$ cat src/rtl/decode_pkg.sv
// Shared LC3 decode definitions: opcodes, select encodings and the Execute control word.
package decode_pkg;

    typedef enum logic [3:0] {
        op_br  = 4'b0000,
        op_add = 4'b0001,
        op_ld  = 4'b0010,
        op_st  = 4'b0011,
        op_and = 4'b0101,
        op_ldr = 4'b0110,
        op_str = 4'b0111,
        op_not = 4'b1001,
        op_ldi = 4'b1010,
        op_sti = 4'b1011,
        op_jmp = 4'b1100,
        op_lea = 4'b1110
    } opcode_t;

    typedef enum logic [1:0] {
        alu_add = 2'b00,
        alu_and = 2'b01,
        alu_not = 2'b10
    } alu_t;

    typedef enum logic [1:0] {
        pc1_off11 = 2'b00,
        pc1_off9  = 2'b01,
        pc1_off6  = 2'b10,
        pc1_zero  = 2'b11
    } pcsel1_t;

    typedef enum logic [1:0] {
        w_alu = 2'b00,
        w_mem = 2'b01,
        w_pc  = 2'b10
    } wsel_t;

    typedef struct packed {
        alu_t    alu_control;
        pcsel1_t pcselect1;
        logic    pcselect2;
        logic    op2select;
    } e_control_t;

endpackage

$ cat src/rtl/decode_ctrl_comb.sv
// Combinational opcode decode into Execute, Writeback and Memory control words.
module decode_ctrl_comb
    import decode_pkg::*;
#(
    parameter bit ILLEGAL_ZERO = 1'b1
) (
    input  logic [3:0] opcode,
    input  logic       imm_mode,
    output e_control_t e_control,
    output wsel_t      w_control,
    output logic       mem_control,
    output logic       illegal
);

    opcode_t op;
    assign op = opcode_t'(opcode);

    always_comb begin
        e_control   = '0;
        w_control   = w_alu;
        mem_control = 1'b0;
        illegal     = 1'b0;
        case (op)
            op_add: begin
                e_control.alu_control = alu_add;
                e_control.op2select   = ~imm_mode;
            end
            op_and: begin
                e_control.alu_control = alu_and;
                e_control.op2select   = ~imm_mode;
            end
            op_not: e_control.alu_control = alu_not;
            op_br, op_st: begin
                e_control.pcselect1 = pc1_off9;
                e_control.pcselect2 = 1'b1;
            end
            op_ld: begin
                e_control.pcselect1 = pc1_off9;
                e_control.pcselect2 = 1'b1;
                w_control           = w_mem;
            end
            op_ldi: begin
                e_control.pcselect1 = pc1_off9;
                e_control.pcselect2 = 1'b1;
                w_control           = w_mem;
                mem_control         = 1'b1;
            end
            op_sti: begin
                e_control.pcselect1 = pc1_off9;
                e_control.pcselect2 = 1'b1;
                mem_control         = 1'b1;
            end
            op_lea: begin
                e_control.pcselect1 = pc1_off9;
                e_control.pcselect2 = 1'b1;
                w_control           = w_pc;
            end
            op_ldr: begin
                e_control.pcselect1 = pc1_off6;
                w_control           = w_mem;
            end
            op_str: e_control.pcselect1 = pc1_off6;
            op_jmp: e_control.pcselect1 = pc1_zero;
            default: begin
                // JSR, RTI, reserved, TRAP: either all-zero or treated as a branch.
                illegal = 1'b1;
                if (!ILLEGAL_ZERO) begin
                    e_control.pcselect1 = pc1_off9;
                    e_control.pcselect2 = 1'b1;
                end
            end
        endcase
    end

endmodule

$ cat src/rtl/decode.sv
// LC3 Decode stage: registers IR/npc and the decoded controls on enable_decode.
module decode
    import decode_pkg::*;
#(
    parameter bit ILLEGAL_ZERO = 1'b1
) (
    input  logic        clock,
    input  logic        reset,
    input  logic        enable_decode,
    input  logic [15:0] dout,
    input  logic [15:0] npc_in,
    output logic [15:0] IR,
    output logic [15:0] npc_out,
    output logic [5:0]  E_Control,
    output logic [1:0]  W_Control,
    output logic        Mem_Control,
    output logic        illegal_op
);

    e_control_t e_next;
    wsel_t      w_next;
    logic       mem_next;
    logic       illegal_next;

    decode_ctrl_comb #(
        .ILLEGAL_ZERO(ILLEGAL_ZERO)
    ) u_ctrl (
        .opcode     (dout[15:12]),
        .imm_mode   (dout[5]),
        .e_control  (e_next),
        .w_control  (w_next),
        .mem_control(mem_next),
        .illegal    (illegal_next)
    );

    always_ff @(posedge clock) begin
        if (reset) begin
            IR          <= '0;
            npc_out     <= '0;
            E_Control   <= '0;
            W_Control   <= '0;
            Mem_Control <= 1'b0;
            illegal_op  <= 1'b0;
        end else if (enable_decode) begin
            IR          <= dout;
            npc_out     <= npc_in;
            E_Control   <= e_next;
            W_Control   <= w_next;
            Mem_Control <= mem_next;
            illegal_op  <= illegal_next;
        end
    end

endmodule

$ cat config.mk
export PLATFORM = sky130hd
export DESIGN_NAME = decode
export DESIGN_NICKNAME = d
export VERILOG_FILES = /design/src/rtl/decode_pkg.sv /design/src/rtl/decode_ctrl_comb.sv /design/src/rtl/decode.sv
export SDC_FILE = /design/constraint.sdc
export NUM_CORES = 1
export LEC_CHECK = 0
export ABC_AREA = 1
export CAP_MARGIN = 20
export CORE_ASPECT_RATIO = 1.25
export CORE_MARGIN = 3
export CORE_UTILIZATION = 42
export CTS_CLUSTER_DIAMETER = 150
export CTS_CLUSTER_SIZE = 20
export DETAILED_ROUTE_END_ITERATION = 16
export GPL_ROUTABILITY_DRIVEN = 1
export PLACE_DENSITY = 0.79
export SYNTH_ARGS = -nofsm -noshare
export SYNTH_HDL_FRONTEND = slang
export SYNTH_SLANG_ARGS = --single-unit
$ cat constraint.sdc
create_clock -name clock -period 1.6 [get_ports clock]
set_input_delay 0.32 -clock clock [delete_from_list [all_inputs] [get_ports clock]]
set_output_delay 0.32 -clock clock [all_outputs]
set_load 0.02 [all_outputs]
; Word-level counts from Yosys, hierarchy flattened
; Index checks and enable logic that the tools add are counted.
[word_totals]
word_cells = 32
inputBits = 35
regBits = 42
output_inout_bits = 42
[classes]
reduce_logical = 7
eq_ne = 11
bitwise = 1
mux = 7
[ops]
columns = operator, count
row1 = $eq A4 B4 Y1 const B, 5
row2 = $eq A4 B3 Y1 const B, 3
row3 = $reduce_or A12 Y1, 1
row4 = $eq A4 B2 Y1 const B, 2
row5 = $pmux W2 S2, 2
row6 = $pmux W2 S3, 1
row7 = $reduce_or A2 Y1, 3
row8 = $reduce_or A6 Y1, 1
row9 = $eq A4 B1 Y1 const B, 1
row10 = $logic_not A4 Y1, 1
row11 = $mux W1, 4
row12 = $reduce_or A3 Y1, 1
row13 = $not A1 Y1, 1

; Longest topological paths before layout
; Gate-level depths: netlist of run 1.
[logic_depth]
ltp_word = 3
ltp_mapped = 6
depth_no_buf = 6

; By module
; Synthesis of run 1 repeated with hierarchy kept, for this count alone.
[unflattened]
hier_cells = 294
area_unflattened_um2 = 1815.5
[modules_own_cells]
columns = module, seq_area_each_um2, cells_per_inst, instances, area_each_um2
row1 = decode, 840.8, 266, 1, 1702.9
row2 = decode_ctrl_comb, 0.0, 28, 1, 112.6

; Worst setup path after synthesis of run 1
; OpenSTA, ideal clock, no wires.
[synth_path]
kind = input-to-reg
start = input reset
end = register W_Control[0]
setup_ps = 70
stages = 5
path_slack_ps = 674
arrival_ps = 856
n_path_buf = 2
required_time_ps = 1530
cell_sequence = buf_2 -> inv_2 -> buf_2 -> o21ai_0 -> a21oi_1
[synth_lines]
columns = element, line_no
row1 = "start, declared", decode.sv:8  ; input logic reset,
row2 = "end signal, assigned", decode.sv:48  ; W_Control <= w_next;
row3 = "end, declared", decode.sv:15  ; output logic [1:0] W_Control,

; Worst setup path in the final report of run 1
[layout_path]
start = register E_Control[2]
end = output E_Control[2]
[layout_lines]
columns = element, line_no
row1 = "start, declared", decode.sv:14  ; output logic [5:0] E_Control,
row2 = "start signal, assigned", decode.sv:47  ; E_Control <= e_next;
; No word-level cell between the ends.

==> results.sh, run 1 <==
export IMPL_muxShareOfSynthArea_pct=0
export IMPL_fp_dieArea_um2=4460
export IMPL_finalNetCount=317
export IMPL_grt_overflow_total=0
export IMPL_status="finished, final reports clean"
export IMPL_max_stage_delay_ns=0.62
export IMPL_synth_top_family_by_area="simple AND/OR/NAND/NOR gates"
export IMPL_ir_drop_v=0.000713
export IMPL_finalHoldViolCount=0
export IMPL_crit_fanout=2
export IMPL_io_pin_count=77
export IMPL_placedCellCount=314
export IMPL_cts_root_buf="clkbuf_8"
export IMPL_grt_pass1_wl_mm=6.49
export IMPL_via_per_inst=4.77
export IMPL_wl_met3_um=294
export IMPL_synth_nets=238
export IMPL_worstMarginPinSlew_ns=0.308
export IMPL_synth_seq_cells=42
export IMPL_slew_limit_headroom_pct=79.4
export IMPL_avgSynthCellArea_um2=7.63
export IMPL_p_leak_nw=1.14
export IMPL_placed_area_um2=2360
export IMPL_grt_max_degree=19
export IMPL_numCtsBuffers=5
export IMPL_top_layer="met4"
export IMPL_synthMostInstantiatedCell="nor2_1"
export IMPL_layout_cells_non_filler=322
export IMPL_netlist_instances=203
export IMPL_port_buffers=76
export IMPL_clk_pin_slew_ns=0.07
export IMPL_power_density_nw_per_um2=929
export IMPL_synth_cell_types=18
export IMPL_crit_path_cell_trace="clkdlybuf4s50_1"
export IMPL_ys_flop_type="dfxtp_1"
export IMPL_path_depth=1
export IMPL_grtUsageTotal_pct=18.9
export IMPL_drt_iter0_drc=41
export IMPL_gp_routability_congestion=0.785
export IMPL_ys_top_cells_by_area="dfxtp_1 54%, nor2_1 17%, o21ai_0 9.7%"
export IMPL_crit_type="reg -> out"
export IMPL_drt_pass1_iterations=4
export IMPL_setup_viol=0
export IMPL_final_setup_tns_ns=0
export IMPL_antenna_cells=0
export IMPL_synth_simple_area_share_pct=24.8
export IMPL_wirelength_met1_mm=1.58
export IMPL_synth_compound_area_share_pct=13.8
export IMPL_startpoint_type="flop"
export IMPL_grt_antenna_before_repair=0
export IMPL_routed_wl_mm=3.91
export IMPL_yosysSeqAreaShare_pct=54.3
export IMPL_synth_async_sr_flop_share_pct=0
export IMPL_wl_per_cell_um=12.1
export IMPL_cts_sinks=42
export IMPL_netlist_area_um2=1550
export IMPL_cp_end_kind="output port"
export IMPL_fin_hold_ws_ns=0.474
export IMPL_synthAdderAreaFrac_pct=0
export IMPL_drc=0
export IMPL_htree_levels=2
export IMPL_ff2ff_path_depth=2
export IMPL_final_max_slew_viol_count=0
export IMPL_min_path_cells=2
export IMPL_cap_violations=0
export IMPL_slowest_stage="clkdlybuf4s50_1"
export IMPL_fin_crit_ns=1.57
export IMPL_crit_family="buffers and inverters"
export IMPL_fp_dieH_um=73.9
export IMPL_fill_cells=304
export IMPL_placementRows=24
export IMPL_total_power_w=0.00230
export IMPL_netlist_top_cells_count="69 x nor2_1, 42 x dfxtp_1, 30 x o21ai_0"
export IMPL_start_util_pct=44.1
export IMPL_timing_final_crit_share_pct=98.2
export IMPL_cts_tree="yes"
export IMPL_final_cell_area_um2=2480
export IMPL_yosysTopAreaCell="dfxtp_1"
export IMPL_clk_latency_ns=0.29
export IMPL_required_ns=1.28
export IMPL_seq_area_um2=841
export IMPL_worstPathBufferInverterCount=1
export IMPL_cp_arrival_ns=1.25
export IMPL_synth_top_area_share_pct=54.3
export IMPL_wl_met2_mm=2.00
export IMPL_hold_path_class="reg -> reg"
export IMPL_yosysWarningCount=0
export IMPL_fin_worst_skew_ns=0
export IMPL_syn_to_final_growth_pct=60.0
export IMPL_max_freq_ghz=0.636
export IMPL_core_region_area_um2=3510
export IMPL_synth_xor_area_share_pct=0
export IMPL_postRouteAntennaNets=0
export IMPL_synth_edff_count=0
export IMPL_final_layout_size_suffix_gt1_share_pct=6.71
export IMPL_die_w_um=60.3
export IMPL_max_clock_path_buffers=2
export IMPL_multiInputGateArea_um2=598
export IMPL_route_vias_total=1536
export IMPL_hpwl_mm=2.94
export IMPL_first_global_vias=1511
[worst reg2reg max path, stage by stage (launching register included)]
cell	delay (ns)
dfxtp_1	0.33
o21ai_0	0.21
nor2_1	0.06
[kinds of logic (layout without fill, tap and decap cells)]
family,after synthesis,count (layout)
and+or+nand+nor,99,99
AOI/OAI and AO/OA,42,42
DFF,42,42
buffers and inverters,20,100
[worst paths after layout]
path                                  start                        end  slack (ns)
setup reg to reg    npc_out[6]$_SDFFE_PP0P_    npc_out[6]$_SDFFE_PP0P_        0.90
setup / recovery  E_Control[2]$_SDFFE_PP0P_               E_Control[2]        0.03
hold / removal    E_Control[4]$_SDFFE_PP0P_  E_Control[4]$_SDFFE_PP0P_        0.47
hold reg to reg   E_Control[4]$_SDFFE_PP0P_  E_Control[4]$_SDFFE_PP0P_        0.47
[layout make-up]
class / instances / area share, %
Timing Repair Buffer: 84 / 34.9
Sequential cell: 42 / 33.9
Multi-Input combinational cell: 141 / 24.1
Clock buffer: 6 / 3.33
Tap cell: 39 / 1.97
Inverter: 8 / 1.21
Clock inverter: 2 / 0.505
[per-stage QoR]
| stage | utilization [%] | worst slack (ns) |
|---|---|---|
| 4_1_cts | 70.0 | 0.00713 |
| 2_1_floorplan | - | 0.674 |
| 5_1_grt | 70.5 | -0.00170 |
| 3_3_place_gp | 67.3 | 0.0765 |
| 3_5_place_dp | 67.3 | -0.0135 |
| 6_report | 70.5 | 0.0280 |
[layout by cell type, fill, tap and decap left out]
master	synthesis	layout
nor2_1	69	69
clkdlybuf4s50_1	0	68
dfxtp_1	42	42
o21ai_0	30	30
nand2_1	21	21
dlymetal6s2s_1	0	8
a21oi_1	7	7
inv_1	6	6
nand3_1	6	6
clkbuf_8	0	6
buf_4	1	6
o21ai_1	3	3
inv_2	2	2
nor3_1	2	2
buf_12	0	2
nor2_2	1	1
a31oi_1	1	1
a211oi_1	1	1
clkinvlp_4	0	1
clkinv_2	0	1
[routing by layer]
| metal | track usage [%] | vias up |
|---|---|---|
| li1 | - | 802 |
| met1 | 20.4 | 681 |
| met2 | 33.9 | 47 |
| met3 | 7.56 | 6 |
| met4 | 4.43 | 0 |
| met5 | 0 | - |
[report_power, final]
group / internal, W / switching [W] / leakage, nW
Combinational: 0.000237 / 0.000224 / 0.750
Sequential: 0.00111 / 0.0000285 / 0.348
Clock: 0.000347 / 0.000358 / 0.0472
Total: 0.00169 / 0.000610 / 1.14
[registers in the layout, indices dropped and copies added (netlist names)]
register	cells
W_Control	2
IR	16
illegal_op	1
E_Control	6
Mem_Control	1
npc_out	16
[repair_timing]
item	in CTS	in global routing
hold buffers	0	0
setup buffers	0	0
hold endpoints to repair	0	0
resized for setup	0	8
endpoints found under the setup margin	0	8
(Power assumes the default switching activity.)
==> run 2, diff against run 1 <==
CORE_UTILIZATION = 55   (was 42)
DONT_BUFFER_PORTS = 1   (was unset)
PLACE_DENSITY = 0.7   (was 0.79)
==> run 2 against run 1 <==
Worst hold slack got worse by 0.45 ns. Core utilization decreased by 9.3 points. Count of clock-buffer cells in the layout up 1. Sequential share of layout area grew 20 points. Register-to-register slack got worse by 0.11 ns. First-iteration DRC count fell by 22%. Sequential power is 8% higher. Global-route usage rose by 1.2 points. Clock power down 35%. Combinational power down 73%. Via count shrank 19%. Clock skew did not move. Critical path type unchanged.
==> results.sh, run 2 (synthesized netlist as in run 1, its figures left out) <==
export IMPL_fill_cells=235
export IMPL_r2r_end="E_Control[2]$_SDFFE_PP0P_"
export IMPL_p_leak_nw=0.672
export IMPL_fin_crit_ns=1.13
export IMPL_top_regs="IR x16, npc_out x16, E_Control x6"
export IMPL_die_w_um=53.5
export IMPL_fp_dieH_um=65.3
export IMPL_grtUsageTotal_pct=20.0
export IMPL_final_setup_tns_ns=0
export IMPL_first_global_vias=1197
export IMPL_hold_end="W_Control[1]$_SDFFE_PP0P_"
export IMPL_grt_overflow_total=0
export IMPL_max_freq_ghz=0.884
export IMPL_port_buffers=0
export IMPL_rrSetupSlack_ns=0.79
export IMPL_fp_dieArea_um2=3490
export IMPL_timing_final_ws_setup_ns=0.469
export IMPL_htree_levels=2
export IMPL_worstMarginPinSlew_ns=0.431
export IMPL_crit_fanout=2
export IMPL_antenna_cells=0
export IMPL_ir_drop_v=0.000861
export IMPL_multiInputGateArea_um2=598
export IMPL_io_pin_count=77
export IMPL_cts_root_buf="clkbuf_4"
export IMPL_clk_latency_ns=0.33
export IMPL_max_clock_path_buffers=2
export IMPL_final_cell_area_um2=1560
export IMPL_layout_cells_non_filler=232
export IMPL_fin_hold_ws_ns=0.0291
export IMPL_core_region_area_um2=2550
export IMPL_placedCellCount=225
export IMPL_crit_type="reg -> out"
export IMPL_startpoint_type="flop"
export IMPL_finalNetCount=234
export IMPL_numCtsBuffers=5
export IMPL_fin_worst_skew_ns=0
export IMPL_start_util_pct=60.7
export IMPL_slew_limit_headroom_pct=71.2
export IMPL_placed_area_um2=1520
export IMPL_min_from="reset"
export IMPL_finalHoldViolCount=0
export IMPL_clk_pin_slew_ns=0.11
export IMPL_final_layout_size_suffix_gt1_share_pct=4.52
export IMPL_final_max_slew_viol_count=0
export IMPL_cts_tree="yes"
export IMPL_route_vias_total=1242
export IMPL_post_cts_resized=0
export IMPL_power_density_nw_per_um2=1160
export IMPL_cts_sinks=42
export IMPL_drc=0
export IMPL_setup_viol=0
export IMPL_timing_final_crit_share_pct=70.7
export IMPL_gp_routability_congestion=0.817
export IMPL_grt_pass1_wl_mm=5.09
export IMPL_min_path_cells=1
export IMPL_required_ns=1.28
export IMPL_drt_iter0_drc=32
export IMPL_final_cell_mix="69 x nor2_1, 42 x dfxtp_1, 30 x o21ai_0, 21 x nand2_1, 7 x a21oi_1"
export IMPL_syn_to_final_growth_pct=0.889
export IMPL_routed_wl_mm=3.31
export IMPL_hold_path_class="in -> reg"
export IMPL_r2r_start="E_Control[2]$_SDFFE_PP0P_"
export IMPL_rsz0062_at_grt="no"
export IMPL_ff2ff_path_depth=4
export IMPL_grt_max_degree=43
export IMPL_ctsHoldBuffers=0
export IMPL_placementRows=20
export IMPL_wl_per_cell_um=14.2
export IMPL_cp_arrival_ns=0.81
export IMPL_layout_commonest_cell="nor2_1"
export IMPL_post_cts_buffers=0
export IMPL_pre_cts_ws_ns=0.484
export IMPL_seq_area_um2=841
export IMPL_hpwl_mm=2.34
export IMPL_drt_pass1_iterations=4
export IMPL_cap_violations=0
export IMPL_status="finished, final reports clean"
export IMPL_postRouteAntennaNets=0
export IMPL_via_per_inst=5.35
export IMPL_grt_antenna_before_repair=0
export IMPL_cp_end_kind="output port"
run 2: final cells by class:
cell class                 count  share of cell area [%]
inverter                       8                    1.92
sequential                    42                    53.8
clock buffer                   7                    2.88
timing repair buffer           1                   0.480
multi-input combinational    141                    38.3
tap                           33                    2.64
run 2: power by group:
part	internal [W]	switching [W]
registers	0.00111	0.000120
logic	0.0000470	0.0000786
clock network	0.000166	0.000292
total	0.00132	0.000490
run 2: stage by stage:
step,total power [W],utilization (%)
final,0.00181,61.2
after global routing,0.00191,61.2
after CTS,0.00184,61.2
after detailed placement,0.00138,59.5
after global placement,0.00137,59.5
after floorplan,0.00137,-
run 2: per-layer routing:
layer | GRT usage [%] | share of wire [%] | up-vias
li1 | - | - | 638
met1 | 21.0 | 39 | 538
met2 | 33.3 | 47 | 58
met3 | 8.16 | 12 | 8
met4 | 10.5 | 2.1 | 0
met5 | 0 | 0 | -
run 2: worst register-to-register path, stage by stage, from the launching register on:
cell and delay (ns):
dfxtp_1 0.47, nand2_1 0.09, nand2_1 0.08, nor2_1 0.04, nor2_1 0.07
run 2: worst max path at each step:
stage	endpoint	slack, ns	cells past startpoint	startpoint
3_3_place_gp	Mem_Control$_SDFFE_PP0P_	0.52	4	enable_decode
2_1_floorplan	W_Control[0]$_SDFFE_PP0P_	0.67	5	reset
6_report	E_Control[2]	0.47	0	E_Control[2]$_SDFFE_PP0P_
3_5_place_dp	Mem_Control$_SDFFE_PP0P_	0.48	4	enable_decode
4_1_cts	E_Control[5]	0.44	0	E_Control[5]$_SDFFE_PP0P_
5_1_grt	E_Control[5]	0.41	0	E_Control[5]$_SDFFE_PP0P_
